File: config.mk
export PLATFORM = sky130hd
export DESIGN_NAME = sram_mem_ctrl_flat
export DESIGN_NICKNAME = d
export VERILOG_FILES = /design/src/rtl/sram_mem_ctrl_pkg.sv /design/src/rtl/sram_mem_ctrl_if.sv /design/src/rtl/sram_wait_timer.sv /design/src/rtl/sram_mem_ctrl.sv /design/src/flat_wrapper.sv
export SDC_FILE = /design/constraint.sdc
export NUM_CORES = 1
export LEC_CHECK = 0
export ABC_CLOCK_PERIOD_IN_PS = 1500
export BUFFER_PORTS_ARGS = -buffer_cell sky130_fd_sc_hd__buf_2
export CAP_MARGIN = 5
export CORE_ASPECT_RATIO = 1.25
export CORE_MARGIN = 2
export CORE_UTILIZATION = 36
export DETAILED_ROUTE_END_ITERATION = 8
export PLACE_DENSITY = 0.64
export SYNTH_ARGS = -nofsm -noshare
export SYNTH_HDL_FRONTEND = slang
export SYNTH_SLANG_ARGS = --single-unit
export TNS_END_PERCENT = 10
File: constraint.sdc
create_clock -name clk -period 1.5 [get_ports clk]
set_input_delay 0.15 -clock clk [delete_from_list [all_inputs] [get_ports clk]]
set_output_delay 0.15 -clock clk [all_outputs]
set_load 0.01 [all_outputs]
File: src/rtl/sram_mem_ctrl_pkg.sv
// Shared settings for the memory-stage SRAM controller.
//   WORD_WIDTH macro (default 32) sets the pipeline word width; the SRAM is a
//   16-bit device addressed in half-words through an 18-bit address bus.
`ifndef WORD_WIDTH
`define WORD_WIDTH 32
`endif

package sram_mem_ctrl_pkg;

    localparam int unsigned WORD_W                = `WORD_WIDTH;
    localparam int unsigned SRAM_AW               = 18;
    localparam int unsigned SRAM_DW               = 16;
    localparam int unsigned CNT_W                 = 16;
    localparam int unsigned DATA_MEM_BASE_DEFAULT = 1024;

    typedef enum logic [1:0] {
        StIdle = 2'd0,
        StLow  = 2'd1,
        StHigh = 2'd2,
        StDone = 2'd3
    } state_e;

endpackage

File: src/rtl/sram_mem_ctrl_if.sv
// Pipeline-side request/response bundle between the EXE/MEM register and the
// SRAM controller.
//   master : pipeline (drives mem_read_in/mem_write_in/address_in/wdata_in)
//   slave  : controller (drives rdata_out/ready/freeze)
interface sram_mem_ctrl_if;
    import sram_mem_ctrl_pkg::*;

    logic              mem_read_in;
    logic              mem_write_in;
    logic [WORD_W-1:0] address_in;
    logic [WORD_W-1:0] wdata_in;
    logic [WORD_W-1:0] rdata_out;
    logic              ready;
    logic              freeze;

    modport master (
        output mem_read_in, mem_write_in, address_in, wdata_in,
        input  rdata_out, ready, freeze
    );

    modport slave (
        input  mem_read_in, mem_write_in, address_in, wdata_in,
        output rdata_out, ready, freeze
    );

endinterface

File: src/rtl/sram_wait_timer.sv
// Wait-state timer for one half-word SRAM phase.
//   clk, rst : clock and synchronous active-high reset
//   load     : reload with WAIT_CYCLES-1 (asserted in the cycle before a phase starts)
//   last     : high in the final cycle of the phase (count reached zero)
module sram_wait_timer #(
    parameter int unsigned WAIT_CYCLES = 2
) (
    input  logic clk,
    input  logic rst,
    input  logic load,
    output logic last
);

    logic [3:0] cnt_q, cnt_d;

    always_comb begin
        cnt_d = cnt_q;
        if (load) begin
            cnt_d = 4'(WAIT_CYCLES - 1);
        end else if (cnt_q != 4'd0) begin
            cnt_d = cnt_q - 4'd1;
        end
    end

    always_ff @(posedge clk) begin
        if (rst) begin
            cnt_q <= 4'd0;
        end else begin
            cnt_q <= cnt_d;
        end
    end

    assign last = (cnt_q == 4'd0);

endmodule

File: src/rtl/sram_mem_ctrl.sv
// Memory-stage controller: splits each 32-bit load/store into two half-word
// SRAM accesses (low half first), each WAIT_CYCLES long, and reassembles load
// data. freeze holds the pipeline while a request is outstanding; ready pulses
// for one cycle when the access completes.
//   clk, rst          : clock, synchronous active-high reset
//   pipe (slave)      : mem_read_in/mem_write_in/address_in/wdata_in -> rdata_out/ready/freeze
//   sram_addr         : half-word address {word index, half select}
//   sram_dq_out/_oe   : write data and bus drive enable
//   sram_dq_in        : read data from SRAM
//   sram_we_n         : active-low write enable
//   read_count/write_count : completed-op counters, only when SRAM_MEM_CTRL_STATS_EN is defined
module sram_mem_ctrl
    import sram_mem_ctrl_pkg::*;
#(
    parameter int unsigned WAIT_CYCLES   = 2,
    parameter int unsigned DATA_MEM_BASE = DATA_MEM_BASE_DEFAULT
) (
    input  logic               clk,
    input  logic               rst,
    sram_mem_ctrl_if.slave     pipe,
    output logic [SRAM_AW-1:0] sram_addr,
    output logic [SRAM_DW-1:0] sram_dq_out,
    output logic               sram_dq_oe,
    input  logic [SRAM_DW-1:0] sram_dq_in,
    output logic               sram_we_n
`ifdef SRAM_MEM_CTRL_STATS_EN
    ,
    output logic [CNT_W-1:0]   read_count,
    output logic [CNT_W-1:0]   write_count
`endif
);

    state_e               state_q, state_d;
    logic                 write_q;
    logic [SRAM_AW-2:0]   idx_q;
    logic [WORD_W-1:0]    wdata_q;
    logic [WORD_W-1:0]    rdata_q;
    logic                 req;
    logic [SRAM_AW-2:0]   idx_next;
    logic                 tmr_load;
    logic                 tmr_last;
    logic                 in_high;
    logic                 active;

    assign req      = pipe.mem_read_in | pipe.mem_write_in;
    // Byte offset from the data base, dropped to a word index; bits [1:0] ignored.
    assign idx_next = (SRAM_AW - 1)'((pipe.address_in - WORD_W'(DATA_MEM_BASE)) >> 2);

    sram_wait_timer #(
        .WAIT_CYCLES (WAIT_CYCLES)
    ) u_wait_timer (
        .clk  (clk),
        .rst  (rst),
        .load (tmr_load),
        .last (tmr_last)
    );

    always_comb begin
        state_d  = state_q;
        tmr_load = 1'b0;
        unique case (state_q)
            StIdle: begin
                if (req) begin
                    state_d  = StLow;
                    tmr_load = 1'b1;
                end
            end
            StLow: begin
                if (tmr_last) begin
                    state_d  = StHigh;
                    tmr_load = 1'b1;
                end
            end
            StHigh: begin
                if (tmr_last) state_d = StDone;
            end
            StDone: state_d = StIdle;
            default: state_d = StIdle;
        endcase
    end

    always_ff @(posedge clk) begin
        if (rst) begin
            state_q <= StIdle;
            write_q <= 1'b0;
            idx_q   <= '0;
            wdata_q <= '0;
            rdata_q <= '0;
        end else begin
            state_q <= state_d;
            if (state_q == StIdle && req) begin
                // Simultaneous read and write resolves to a write.
                write_q <= pipe.mem_write_in;
                idx_q   <= idx_next;
                wdata_q <= pipe.wdata_in;
            end
            if (!write_q && tmr_last) begin
                if (state_q == StLow)  rdata_q[SRAM_DW-1:0]      <= sram_dq_in;
                if (state_q == StHigh) rdata_q[WORD_W-1:SRAM_DW] <= sram_dq_in;
            end
        end
    end

    assign in_high     = (state_q == StHigh);
    assign active      = (state_q == StLow) | in_high;
    assign sram_addr   = {idx_q, in_high};
    assign sram_dq_out = in_high ? wdata_q[WORD_W-1:SRAM_DW] : wdata_q[SRAM_DW-1:0];
    assign sram_dq_oe  = active & write_q;
    assign sram_we_n   = ~(active & write_q);

    assign pipe.rdata_out = rdata_q;
    assign pipe.ready     = (state_q == StDone);
    assign pipe.freeze    = req & ~pipe.ready;

`ifdef SRAM_MEM_CTRL_STATS_EN
    logic [CNT_W-1:0] read_count_q, write_count_q;

    always_ff @(posedge clk) begin
        if (rst) begin
            read_count_q  <= '0;
            write_count_q <= '0;
        end else if (state_q == StDone) begin
            if (write_q && write_count_q != '1) write_count_q <= write_count_q + 1'b1;
            if (!write_q && read_count_q != '1) read_count_q <= read_count_q + 1'b1;
        end
    end

    assign read_count  = read_count_q;
    assign write_count = write_count_q;
`endif

endmodule

File: src/flat_wrapper.sv
// flat-port wrapper written by rule: the top's interface ports become plain ports
module sram_mem_ctrl_flat import sram_mem_ctrl_pkg::*;
#(
    parameter int unsigned WAIT_CYCLES   = 2,
    parameter int unsigned DATA_MEM_BASE = DATA_MEM_BASE_DEFAULT
)
  (clk, rst, sram_addr, sram_dq_out, sram_dq_oe, sram_dq_in, sram_we_n, pipe_mem_read_in, pipe_mem_write_in, pipe_address_in, pipe_wdata_in, pipe_rdata_out, pipe_ready, pipe_freeze);
  sram_mem_ctrl_if pipe_i ();
  input  logic clk;
  input  logic rst;
  output logic [SRAM_AW-1:0] sram_addr;
  output logic [SRAM_DW-1:0] sram_dq_out;
  output logic sram_dq_oe;
  input  logic [SRAM_DW-1:0] sram_dq_in;
  output logic sram_we_n;
  input wire logic [$bits(pipe_i.mem_read_in)-1:0] pipe_mem_read_in;
  input wire logic [$bits(pipe_i.mem_write_in)-1:0] pipe_mem_write_in;
  input wire logic [$bits(pipe_i.address_in)-1:0] pipe_address_in;
  input wire logic [$bits(pipe_i.wdata_in)-1:0] pipe_wdata_in;
  output wire logic [$bits(pipe_i.rdata_out)-1:0] pipe_rdata_out;
  output wire logic [$bits(pipe_i.ready)-1:0] pipe_ready;
  output wire logic [$bits(pipe_i.freeze)-1:0] pipe_freeze;
  assign pipe_i.mem_read_in = pipe_mem_read_in;
  assign pipe_i.mem_write_in = pipe_mem_write_in;
  assign pipe_i.address_in = pipe_address_in;
  assign pipe_i.wdata_in = pipe_wdata_in;
  assign pipe_rdata_out = pipe_i.rdata_out;
  assign pipe_ready = pipe_i.ready;
  assign pipe_freeze = pipe_i.freeze;
  sram_mem_ctrl #(.WAIT_CYCLES(WAIT_CYCLES), .DATA_MEM_BASE(DATA_MEM_BASE)) u_core (.clk(clk), .rst(rst), .pipe(pipe_i), .sram_addr(sram_addr), .sram_dq_out(sram_dq_out), .sram_dq_oe(sram_dq_oe), .sram_dq_in(sram_dq_in), .sram_we_n(sram_we_n));
endmodule
After elaboration in Yosys (flattened, before gate mapping). Index checks and enable logic that the tools add are counted.

Bits in registers: 88. Output and inout bits: 70. Logic and storage cells: 43.

Equal/unequal tests: 6. Bitwise operators: 6. Reductions and logical operators: 11. $add $sub $neg: 2. Muxes and demuxes: 10.

Operator list (number): 19-bit by 11-bit subtractor with 19-bit output (second input constant) (1); 16-bit 2-to-1 mux (1); 2-bit one-hot mux with 4 select lines (1); 2-bit 2-to-1 mux (3); 2-bit by 1-bit != test with 1-bit output (second input constant) (3); 2-bit == test (second input constant) (2); 4-bit logical NOT (1); 1-bit 2-to-1 mux (4); 2-bit AND reduction (2); 4-bit nonzero test (1); 4-bit by 1-bit subtractor with 4-bit output (second input constant) (1); 3-bit AND reduction (1); 1-bit AND (2); 2-bit by 1-bit == test with 1-bit output (second input constant) (1); 1-bit logical AND (2); 2-bit logical NOT (1); 1-bit inverter (2); 1-bit OR (2); 1-bit one-hot mux with 2 select lines (1); 2-bit nonzero test (1); 2-bit OR reduction (1); 1-bit logical NOT (1).

Longest topological paths before layout.
Word-level depth: 4. Depth in mapped cells: 8. Mapped depth without buffers: 5.

By module. From an unflattened synthesis, not the netlist that was laid out.

Cells, all modules: 431. Area total of the unflattened synthesis: 3523.4 sq um.

By module, submodules not included: sram_mem_ctrl (area an instance 3320.7 sq um, cells each 411, instances 1); sram_wait_timer (area an instance 202.7 sq um, cells each 20, instances 1).

Worst setup path after synthesis. Ideal clock, no wire load.

Path kind: register to output. Start point: register u_core.state_q[0]. End point: output port sram_dq_out[11]. Buffers on the path: 2. Slack: -0.145 ns. Required time: 1.350 ns. Stages on the path, launching flop included: 6. Arrival: 1.495 ns. Path through: dfxtp_1 > inv_1 > ha_1 > clkbuf_1 > clkbuf_1 > mux2_2.

Cells in the longest elaborated chain, start to end: 2.

Ends and longest elaborated chain: start, declared (line sram_mem_ctrl.sv:33) `state_e state_q, state_d;`; start signal, assigned (line sram_mem_ctrl.sv:84) `state_q <= StIdle;`; start signal, assigned (line sram_mem_ctrl.sv:90) `state_q <= state_d;`; 2-bit == test (line sram_mem_ctrl.sv:104) `assign in_high = (state_q == StHigh);`; named net u_core.in_high (line sram_mem_ctrl.sv:42) `logic in_high;`; 16-bit 2-to-1 mux (line sram_mem_ctrl.sv:107) `assign sram_dq_out = in_high ? wdata_q[WORD_W-1:SRAM_DW] : wdata_q[SRAM_DW-1:0];`; end, declared (line flat_wrapper.sv:12) `output logic [SRAM_DW-1:0] sram_dq_out;`.

The timed path passes the listed nets, and every way through them passes these cells.

Worst setup path after layout.
Start point: register u_core.state_q[0]. End point: output port sram_dq_out[5].

Cells in the longest elaborated chain, start to end: 2.

Ends and longest elaborated chain (line): 2-bit == test (sram_mem_ctrl.sv:104); 16-bit 2-to-1 mux (sram_mem_ctrl.sv:107).

No other way between the ends.

==> results.rst <==
.. list-table::
   :header-rows: 1

   * - Metric
     - Value
   * - Failing checks
     - negative setup slack
   * - Clock slew seen by the registers of the worst setup and hold paths
     - ~60 ps
   * - Number of buffers inserted by hold repair at cts
     - 0
   * - Data required time of the worst path
     - between 1000 and 1500 ps
   * - Time the worst path needs with I/O delays and setup
     - 1750 ps
   * - Avg Inst Size Synth
     - 8.24 um2
   * - Port Buffer Count
     - 138
   * - RSZ-0062 raised after global routing
     - yes
   * - Clock root buffer
     - sky130_fd_sc_hd__clkbuf_16
   * - Critical path startpoint category
     - flop
   * - Worst slack after detailed placement
     - -124 ps
   * - Wire length of the first global-routing pass
     - 15,800 um
   * - CTS tree
     - yes
   * - Vias in the first global route
     - 3,360
   * - Crit-path max FO
     - 4
   * - DR vias/cell
     - 5.04
   * - Post-synth top flop
     - sky130_fd_sc_hd__dfxtp_1
   * - Maximum VDD drop
     - ~0.0011 V
   * - Horizontal extent of the die
     - 93.8 um
   * - GPL Wtd Cong
     - 0.747
   * - Layout cells sized above 1
     - 36.9%
   * - Final setup slack of the worst path
     - -252 ps
   * - Cell types occupying the most area after synthesis
     - sky130_fd_sc_hd__dfxtp_1 49%, sky130_fd_sc_hd__a21oi_1 10%, sky130_fd_sc_hd__nand2_1 8.6%, sky130_fd_sc_hd__mux2_2 5.3%, sky130_fd_sc_hd__nand3_1 4.6%
   * - Post-route clock period utilization
     - 117%
   * - Worst-Margin Slew
     - 504 ps
   * - Total number of nets in the final design
     - 672
   * - 1st-iter DRT viols
     - 146
   * - Sequential cell area
     - 1770 um2
   * - Total number of clock tree sinks
     - between 80 and 90
   * - Combined area of the multi-input logic cells
     - between 1500 and 2000 um2
   * - Initial DRT Pass Iterations
     - 4
   * - Buffers from clock root to sink, at most
     - 2
   * - R2R Setup Slk
     - -120 ps
   * - Worst reg2reg path startpoint
     - u_core.u_wait_timer.cnt_q[1]
   * - Antenna violations before repair
     - 0
   * - Mapped cell area
     - 3630 um2
   * - Clock latency reported for the late side of the worst-skew pair
     - ~340 ps
   * - Overall overflow remaining after global route
     - 0
   * - Die area
     - 10,900 um2
   * - Ranking of synthesized cells by instance count
     - 88 x sky130_fd_sc_hd__dfxtp_1, 83 x sky130_fd_sc_hd__nand2_1, 74 x sky130_fd_sc_hd__a21oi_1, 33 x sky130_fd_sc_hd__nand3_1, 28 x sky130_fd_sc_hd__clkbuf_1
   * - Areal power density over the cells
     - 1810 nW/um2
   * - Top-count cell post-synth
     - sky130_fd_sc_hd__dfxtp_1
   * - Top-level port count
     - around 150
   * - Starting utilization of the core area
     - 37.3%
   * - Ys Warns
     - 0
   * - Number of cells traversed by the worst register-to-register path
     - 5
   * - # DRC
     - 0
   * - Floorplan Core Area
     - 9710 um2
   * - Category of the most critical setup path
     - reg -> out
   * - Fraction of the yosys area taken by sequential cells
     - 48.6%
   * - Routed wire per std cell
     - 14.0 um
   * - Type of destination of the critical path
     - primary output
   * - Timing endpoint of the critical path
     - sram_dq_out[5]
   * - Post-synthesis sequential element count
     - 88
   * - Number of slew-limit violations in the final report
     - 0
   * - Diode insertion count for antenna repair
     - 0
   * - Synth Net Count
     - 530
   * - Relative slew margins
     - 66.4%
   * - Leakage dissipation
     - 2.30 nW
   * - Max-cap violation count
     - 0
   * - Largest net degree at the start of global routing
     - just over 40
   * - RR Endpoint
     - u_core.pipe.rdata_out[9]
   * - Placed wire-length estimate
     - between 6000 and 7000 um
   * - Worst Setup SP
     - u_core.state_q[0]
   * - Vias
     - 3,591
   * - Number of setup violations in the final report
     - 50
   * - Share of flip-flops with an asynchronous set or reset
     - 0%
   * - Cell type with the largest total area after synthesis
     - sky130_fd_sc_hd__dfxtp_1
   * - Post-layout instance area
     - roughly 5300 um2
   * - Number of CTS-inserted buffers
     - 9
   * - Filler instances
     - 946
   * - Area Growth Syn to Fin
     - 45.1%
   * - Routed wire length
     - around 10000 um
   * - Post-layout power
     - 9.55 mW
   * - Final core utilization
     - approximately 54%
   * - Post-Place Cell Area
     - roughly 4600 um2
   * - Number of enable-type register cells in the synthesized netlist
     - 0
   * - Data arrival, critical path
     - approximately 1600 ps
   * - Status
     - finished, violations left
   * - Yosys top cell area share
     - approximately half
   * - Cells after synthesis
     - 440
   * - Setup Total Neg Slack
     - -5580 ps
   * - Final hold violations
     - 0
   * - Global router's overall resource usage
     - 18.1%
   * - H-tree depth
     - 3
   * - Number of antenna-violating nets in the routed design
     - 0
   * - Hold Crit Class
     - in -> reg
   * - Num rows
     - 40
   * - Vert. Die Dim
     - 116 um
   * - Library cells used by synthesis
     - 36
   * - Upper clock frequency limit
     - 571 MHz
   * - Worst clock skew
     - 7.70 ps
## per-layer routing
layer,global-route usage (%),part of all wire [%]
met1,21.7,43
met2,30.3,48
met3,6.06,7.5
met4,6.67,1.5
met5,0,0
## critical path: stages (launching register included)
cell,delay [ps]
sky130_fd_sc_hd__dfxtp_2,340
sky130_fd_sc_hd__inv_2,50
sky130_fd_sc_hd__ha_4,170
sky130_fd_sc_hd__buf_12,130
sky130_fd_sc_hd__clkbuf_16,150
sky130_fd_sc_hd__mux2_4,300
sky130_fd_sc_hd__buf_6,120
## flip-flops by register name (all words and copies together) (netlist names)
name                       flops
u_core.idx_q                  17
u_core.state_q                 2
u_core.u_wait_timer.cnt_q      4
u_core.write_q                 1
u_core.pipe.rdata_out         32
u_core.wdata_q                32
## repair_timing
action / CTS / global route
gates cloned: 1 / 1
gates resized for setup: 27 / 39
pin swaps: 5 / 1
setup endpoints to repair: 52 / 96
buffers inserted: 3 / 2
## cell usage in the layout (no fill, tap or decap), drive strengths merged, types with 3 or more instances in the layout
cell type / Yosys / layout
nor4: 3 / 3
nand2b: 3 / 3
nand3: 33 / 33
a211oi: 10 / 10
inv: 10 / 11
clkbuf: 28 / 11
dfxtp: 88 / 88
mux2: 17 / 17
o21ai: 33 / 33
nor2: 17 / 17
nor3: 3 / 3
ha: 6 / 6
a21oi: 74 / 74
nand2: 83 / 83
buf: 8 / 166
## worst min-delay path by stage
stage	cells after the start	slack, ps	to	startpoint
final	2	50	u_core.idx_q[8]	pipe_address_in[10]
after global routing	3	50	u_core.wdata_q[21]	pipe_wdata_in[21]
after CTS	2	40	u_core.idx_q[8]	pipe_address_in[10]
after detailed placement	2	400	u_core.idx_q[8]	pipe_address_in[10]
after global placement	2	390	u_core.idx_q[8]	pipe_address_in[10]
after floorplan	1	250	u_core.idx_q[8]	pipe_address_in[10]
## kinds of logic (layout without fill, tap and decap cells)
| logic type | Yosys count | in the layout | share of synthesized area, % |
|---|---|---|---|
| compound gates | 124 | 124 | 18.4 |
| flops | 88 | 88 | 48.6 |
| buf+inv | 46 | 192 | 5.07 |
| fa+ha+maj | 6 | 6 | 2.07 |
| simple gates | 154 | 154 | 19.3 |
| xor+xnor | 3 | 3 | 0.725 |
| mux | 19 | 19 | 5.83 |
## where the power goes
part / internal [mW] / total (mW) / switching [mW] / leakage (nW)
Clock: 1.45 / 2.34 / 0.883 / 0.149
Combinational: 1.93 / 4.08 / 2.15 / 1.43
Sequential: 2.87 / 3.13 / 0.264 / 0.722
Total: 6.25 / 9.55 / 3.30 / 2.30
## metrics by stage
stage,cells,hold WS [ps]
after floorplan,440,246
after global placement,691,390
after detailed placement,691,395
after CTS,710,37.5
after global routing,712,45.7
final,712,49.6
## cell type report
type | instances | area share [%]
multi-input combinational | 306 | 34.3
sequential | 88 | 33.6
timing repair buffer | 167 | 22.5
clock buffer | 10 | 4.35
tap | 126 | 3.00
clock inverter | 5 | 1.55
inverter | 10 | 0.713
Note: power is estimated with default switching activity, not from simulation.
